`config.mk`:
```
export PLATFORM = sky130hd
export DESIGN_NAME = load_store_unit
export DESIGN_NICKNAME = d
export VERILOG_FILES = /design/src/rtl/load_store_unit.sv
export SDC_FILE = /design/constraint.sdc
export NUM_CORES = 1
export LEC_CHECK = 0
export CAP_MARGIN = 20
export CORE_MARGIN = 2
export CORE_UTILIZATION = 49
export DETAILED_ROUTE_END_ITERATION = 12
export GPL_TIMING_DRIVEN = 0
export PLACE_DENSITY_LB_ADDON = 0.25
export SETUP_SLACK_MARGIN = 0.5
export SYNTH_ARGS = -nofsm -noshare
export SYNTH_HDL_FRONTEND = slang
export SYNTH_SLANG_ARGS = --single-unit
export TNS_END_PERCENT = 30
```
`constraint.sdc`:
```
create_clock -name clk -period 5.2 [get_ports clk]
set_input_delay 0.52 -clock clk [delete_from_list [all_inputs] [get_ports clk]]
set_output_delay 0.52 -clock clk [all_outputs]
set_load 0.05 [all_outputs]
```
`src/rtl/load_store_unit.sv`:
```
`default_nettype none
// ============================================================================
// Module   : load_store_unit
// Brief    : Turns datapath load/store requests into word-aligned memory
//            transactions with byte strobes, extends load data, flags faults.
// Revision : 1.0 - initial release
// ============================================================================
module load_store_unit #(
    parameter int TIMEOUT = 255
) (
    input  logic        clk,
    input  logic        reset,
    input  logic        MemRead,
    input  logic        MemWrite,
    input  logic [2:0]  funct3,
    input  logic [31:0] ALUResult,
    input  logic [31:0] WriteData,
    output logic [31:0] ReadData,
    output logic        Stall,
    output logic        MisalignedFault,
    output logic        BusError,
    output logic        mem_req,
    output logic        mem_we,
    output logic [31:0] mem_addr,
    output logic [31:0] mem_wdata,
    output logic [3:0]  mem_wstrb,
    input  logic        mem_ready,
    input  logic [31:0] mem_rdata
);

    typedef enum logic [1:0] {
        S_IDLE  = 2'd0,
        S_REQ   = 2'd1,
        S_DONE  = 2'd2,
        S_FAULT = 2'd3
    } state_t;

    localparam int c_CNT_W = (TIMEOUT < 2) ? 1 : $clog2(TIMEOUT + 1);
    localparam logic [c_CNT_W-1:0] c_CNT_LAST = (TIMEOUT == 0) ? '0 : c_CNT_W'(TIMEOUT - 1);

    state_t              r_state;
    logic [c_CNT_W-1:0]  r_cnt;
    logic [1:0]          r_off;
    logic [2:0]          r_funct3;
    logic [31:0]         r_rdata;
    logic                r_mis;
    logic                r_bus;
    logic                r_mem_req;
    logic                r_mem_we;
    logic [31:0]         r_mem_addr;
    logic [31:0]         r_mem_wdata;
    logic [3:0]          r_mem_wstrb;

    logic                w_req;
    logic                w_byte;
    logic                w_half;
    logic                w_misaligned;
    logic [3:0]          w_wstrb;
    logic [31:0]         w_wdata;
    logic [31:0]         w_lane;
    logic [31:0]         w_load_ext;
    logic                w_timeout;

    // funct3[1:0] selects size; 011/110/111 fall into the word case
    assign w_req  = MemRead | MemWrite;
    assign w_byte = (funct3[1:0] == 2'b00);
    assign w_half = (funct3[1:0] == 2'b01);

    always_comb begin
        w_misaligned = 1'b0;
        w_wstrb      = 4'b1111;
        w_wdata      = WriteData;
        if (w_byte) begin
            w_wstrb = 4'b0001 << ALUResult[1:0];
            w_wdata = {4{WriteData[7:0]}};
        end else if (w_half) begin
            w_misaligned = ALUResult[0];
            w_wstrb      = 4'b0011 << ALUResult[1:0];
            w_wdata      = {2{WriteData[15:0]}};
        end else begin
            w_misaligned = (ALUResult[1:0] != 2'b00);
        end
    end

    assign w_lane = mem_rdata >> {r_off, 3'b000};

    always_comb begin
        w_load_ext = w_lane;
        if (r_funct3[1:0] == 2'b00) begin
            w_load_ext = r_funct3[2] ? {24'd0, w_lane[7:0]} : {{24{w_lane[7]}}, w_lane[7:0]};
        end else if (r_funct3[1:0] == 2'b01) begin
            w_load_ext = r_funct3[2] ? {16'd0, w_lane[15:0]} : {{16{w_lane[15]}}, w_lane[15:0]};
        end
    end

    assign w_timeout = (TIMEOUT != 0) && (r_cnt == c_CNT_LAST);

    always_ff @(posedge clk or negedge reset) begin
        if (!reset) begin
            r_state     <= S_IDLE;
            r_cnt       <= '0;
            r_off       <= 2'b00;
            r_funct3    <= 3'b000;
            r_rdata     <= 32'd0;
            r_mis       <= 1'b0;
            r_bus       <= 1'b0;
            r_mem_req   <= 1'b0;
            r_mem_we    <= 1'b0;
            r_mem_addr  <= 32'd0;
            r_mem_wdata <= 32'd0;
            r_mem_wstrb <= 4'b0000;
        end else begin
            r_mis <= 1'b0;
            r_bus <= 1'b0;
            case (r_state)
                S_IDLE: begin
                    r_cnt <= '0;
                    if (w_req) begin
                        if (w_misaligned) begin
                            r_state <= S_FAULT;
                            r_mis   <= 1'b1;
                            r_rdata <= 32'd0;
                        end else begin
                            r_state     <= S_REQ;
                            r_mem_req   <= 1'b1;
                            r_mem_we    <= MemWrite;
                            r_mem_addr  <= {ALUResult[31:2], 2'b00};
                            r_mem_wdata <= w_wdata;
                            r_mem_wstrb <= MemWrite ? w_wstrb : 4'b0000;
                            r_off       <= ALUResult[1:0];
                            r_funct3    <= funct3;
                        end
                    end
                end
                S_REQ: begin
                    if (mem_ready) begin
                        r_mem_req <= 1'b0;
                        r_state   <= S_DONE;
                        if (!r_mem_we) begin
                            r_rdata <= w_load_ext;
                        end
                    end else if (w_timeout) begin
                        r_mem_req <= 1'b0;
                        r_bus     <= 1'b1;
                        r_rdata   <= 32'd0;
                        r_state   <= S_FAULT;
                    end else begin
                        r_cnt <= r_cnt + c_CNT_W'(1);
                    end
                end
                S_DONE:  r_state <= S_IDLE;
                S_FAULT: r_state <= S_IDLE;
                default: r_state <= S_IDLE;
            endcase
        end
    end

    // Stall is gated by reset so an aborted access releases the pipeline at once
    assign Stall = reset && (((r_state == S_IDLE) && w_req) || (r_state == S_REQ));

    assign ReadData        = r_rdata;
    assign MisalignedFault = r_mis;
    assign BusError        = r_bus;
    assign mem_req         = r_mem_req;
    assign mem_we          = r_mem_we;
    assign mem_addr        = r_mem_addr;
    assign mem_wdata       = r_mem_wdata;
    assign mem_wstrb       = r_mem_wstrb;

endmodule
`default_nettype wire
```
==> impl_results.md <==
* Multi-input logic area at 2620 um2
* Die width at 113 um
* Share of cells above drive strength 1 at 15.3%
* Pwr/cell area at 712 nW/um2
* Number of vias per cell at 5.62
* Setup repair bufs after CTS at 0
* Status: complete, no violations
* Peak VDD IR at 0.000594 V
* Yosys reg bits at 117
* CTS Hold Bufs at 0
* CP Class: in2out
* Slew Viols, Final at 0
* CTS tree: yes
* Hold Fails Final Rpt at 0
* # IOs at 209
* Placed Area at 8030 um2
* Most common cell after layout, fill and taps aside: clkdlybuf4s50_1
* Die H at 113 um
* Largest net degree at the start of global routing at 64
* Initial antenna violation count at 0
* Root buffer cell: clkbuf_16
* Setup TNS at 0 ns
* DR pass1 iterations at 4
* Post-route insts no fill at 897
* GRT Residual Overflow at 0
* Netlist cell types at 49
* Post-Route WL at 17100 um
* Synth Warn # at 0
* CTS Buf Count at 17
* Max capacitance violation total at 0
* Drt drc at 0
* Placement Setup Slack at 2.18 ns
* Clock transition at path regs at 0.05 ns
* Post-DP HPWL at 12600 um
* Mapped cell area at 5770 um2
* Final setup violation count at 0
* Post_cts resized at 0
* Prevailing post-synth register cell: dfrtp_1
* Routed len/inst at 19.1 um
* Placed insts at 866
* Final hold slack at 0.0712 ns
* H-tree depth at 4
* Leakage at 3.74 nW
* Via count at 5040
* Layout Nets at 852
* Post-synthesis sequential area ratio at 50.7%
* Tightest Hold Check Type: in2async
* Routability cong. at 0.875
* CTS max path bufs at 2
* Fillers at 781
* Crit share post-route at 53.7%
* Post-synth ARST share at 100%
* ANT nets after route at 0
* IO Port Bufs at 205
* Worst Path Required at 4.68 ns
* Final worst path period need at 2.79 ns
* Post-synthesis to final-layout area growth at 48.5%
* EDFF count, synth at 0
* # diodes at 0
* Post-route cell area at 8570 um2
* Most frequent cells in the layout: clkdlybuf4s50_1 (204), dfrtp_1 (117), mux2_2 (52), nand2_1 (45), mux2i_1 (40)
* FF+latch area at 2930 um2
* Die ar. at 12700 um2
* Rel. slew slack at 36.1%
* # clock sinks at 117
* Syn Inst Count at 516
* Row count at 39
* Vias in the first global route at 5297
* Core Box Area at 11500 um2
* Worst-Skew Late Latency at 0.41 ns
* Critical path endpoint category: primary output
* Initial detailed-routing violation count at 266
* Worst slew pin tran at 0.955 ns
* Initial core utilization at 50.3%
* Final setup margin at 2.41 ns
* Worst Path Max Fanout at 63
* Syn_area_per_cell at 11.2 um2
* Fmax at 358 MHz
* Crit path launch type: primary input
* Unrepaired setup endpoints after global routing: no
* Fin Clk Skew at 0.00662 ns
* GRT Resource Usage Total at 27.6%
* CP arrival at 2.27 ns
* First-pass GRT wire length at 27300 um
[Yosys cell counts (6+ instances only)]
cell type / number / area share, %
a211oi_1: 18 / 2.3
a21oi_1: 20 / 1.7
a32o_1: 16 / 2.8
and3_1: 11 / 1.2
buf_2: 19 / 1.6
clkbuf_1: 11 / 0.72
dfrtp_1: 117 / 51
ha_1: 6 / 1.3
inv_1: 7 / 0.46
mux2_1: 6 / 1.2
mux2_2: 52 / 10
mux2i_1: 40 / 6.9
nand2_1: 45 / 2.9
nand3b_1: 9 / 1.2
nor2_1: 31 / 2.0
nor2b_1: 9 / 0.98
o211ai_1: 8 / 1.0
o21a_1: 8 / 1.0
o21ai_0: 33 / 2.9
[metrics by stage]
step	util, %	total power, mW
after global placement	69.8	4.96
after global routing	74.7	6.38
after CTS	74.7	6.12
after floorplan	-	3.84
final	74.7	6.10
after detailed placement	70.1	5.04
[sequential cells by signal, summed over array words and instances (netlist names)]
name,cells
ReadData,32
mem_wdata,32
mem_addr,30
r_cnt,8
mem_wstrb,4
r_funct3,3
r_off,2
r_state,2
BusError,1
MisalignedFault,1
mem_req,1
mem_we,1
[critical path, stage by stage]
cell             delay, ns
buf_6                 0.40
buf_16                0.34
and2_1                0.17
clkdlybuf4s50_1       0.79
[per-layer routing]
layer	GRT usage, %	routed length (um)
met1	32.4	6590
met2	45.9	8390
met3	10.5	1710
met4	10.8	400
met5	0	0
[report_power, final]
group | switching [mW] | internal (mW) | total (mW)
Clock | 0.390 | 0.665 | 1.06
Sequential | 0.243 | 1.32 | 1.56
Combinational | 2.24 | 1.25 | 3.49
Total | 2.87 | 3.23 | 6.10
[final timing paths]
check,from,slack [ns],endpoint,cells past startpoint
max reg2reg,r_state[0],2.88,mem_wdata[26],7
max,reset,2.41,Stall,4
max in group asynchronous,reset,4.45,ReadData[21],2
min reg2reg,mem_wdata[29],0.47,mem_wdata[29],2
min,reset,0.07,mem_addr[26],1
min in group clk,mem_wdata[29],0.47,mem_wdata[29],2
[area by class of cell]
cell class              count  area share [%]
plain buffers              40            2.40
clock inverters             4           0.234
multi-input cells         353            30.5
inverters                   7           0.307
clock buffers              27            5.99
repair buffers            206            24.3
well taps                 143            2.09
flip-flops and latches    117            34.2
[kinds of logic (layout without fill, tap and decap cells)]
family	Yosys count	in the layout	share of synthesized area, %
AND/OR/NAND/NOR	130	130	11.5
AO/OA/AOI/OAI	110	110	12.8
other	1	2	0.0650
flip-flops	117	117	50.7
adder cells (fa/ha/maj)	6	6	1.30
buffers and inverters	47	284	4.01
XOR/XNOR	6	6	0.911
multiplexers	99	99	18.6
(Power assumes the default switching activity.)
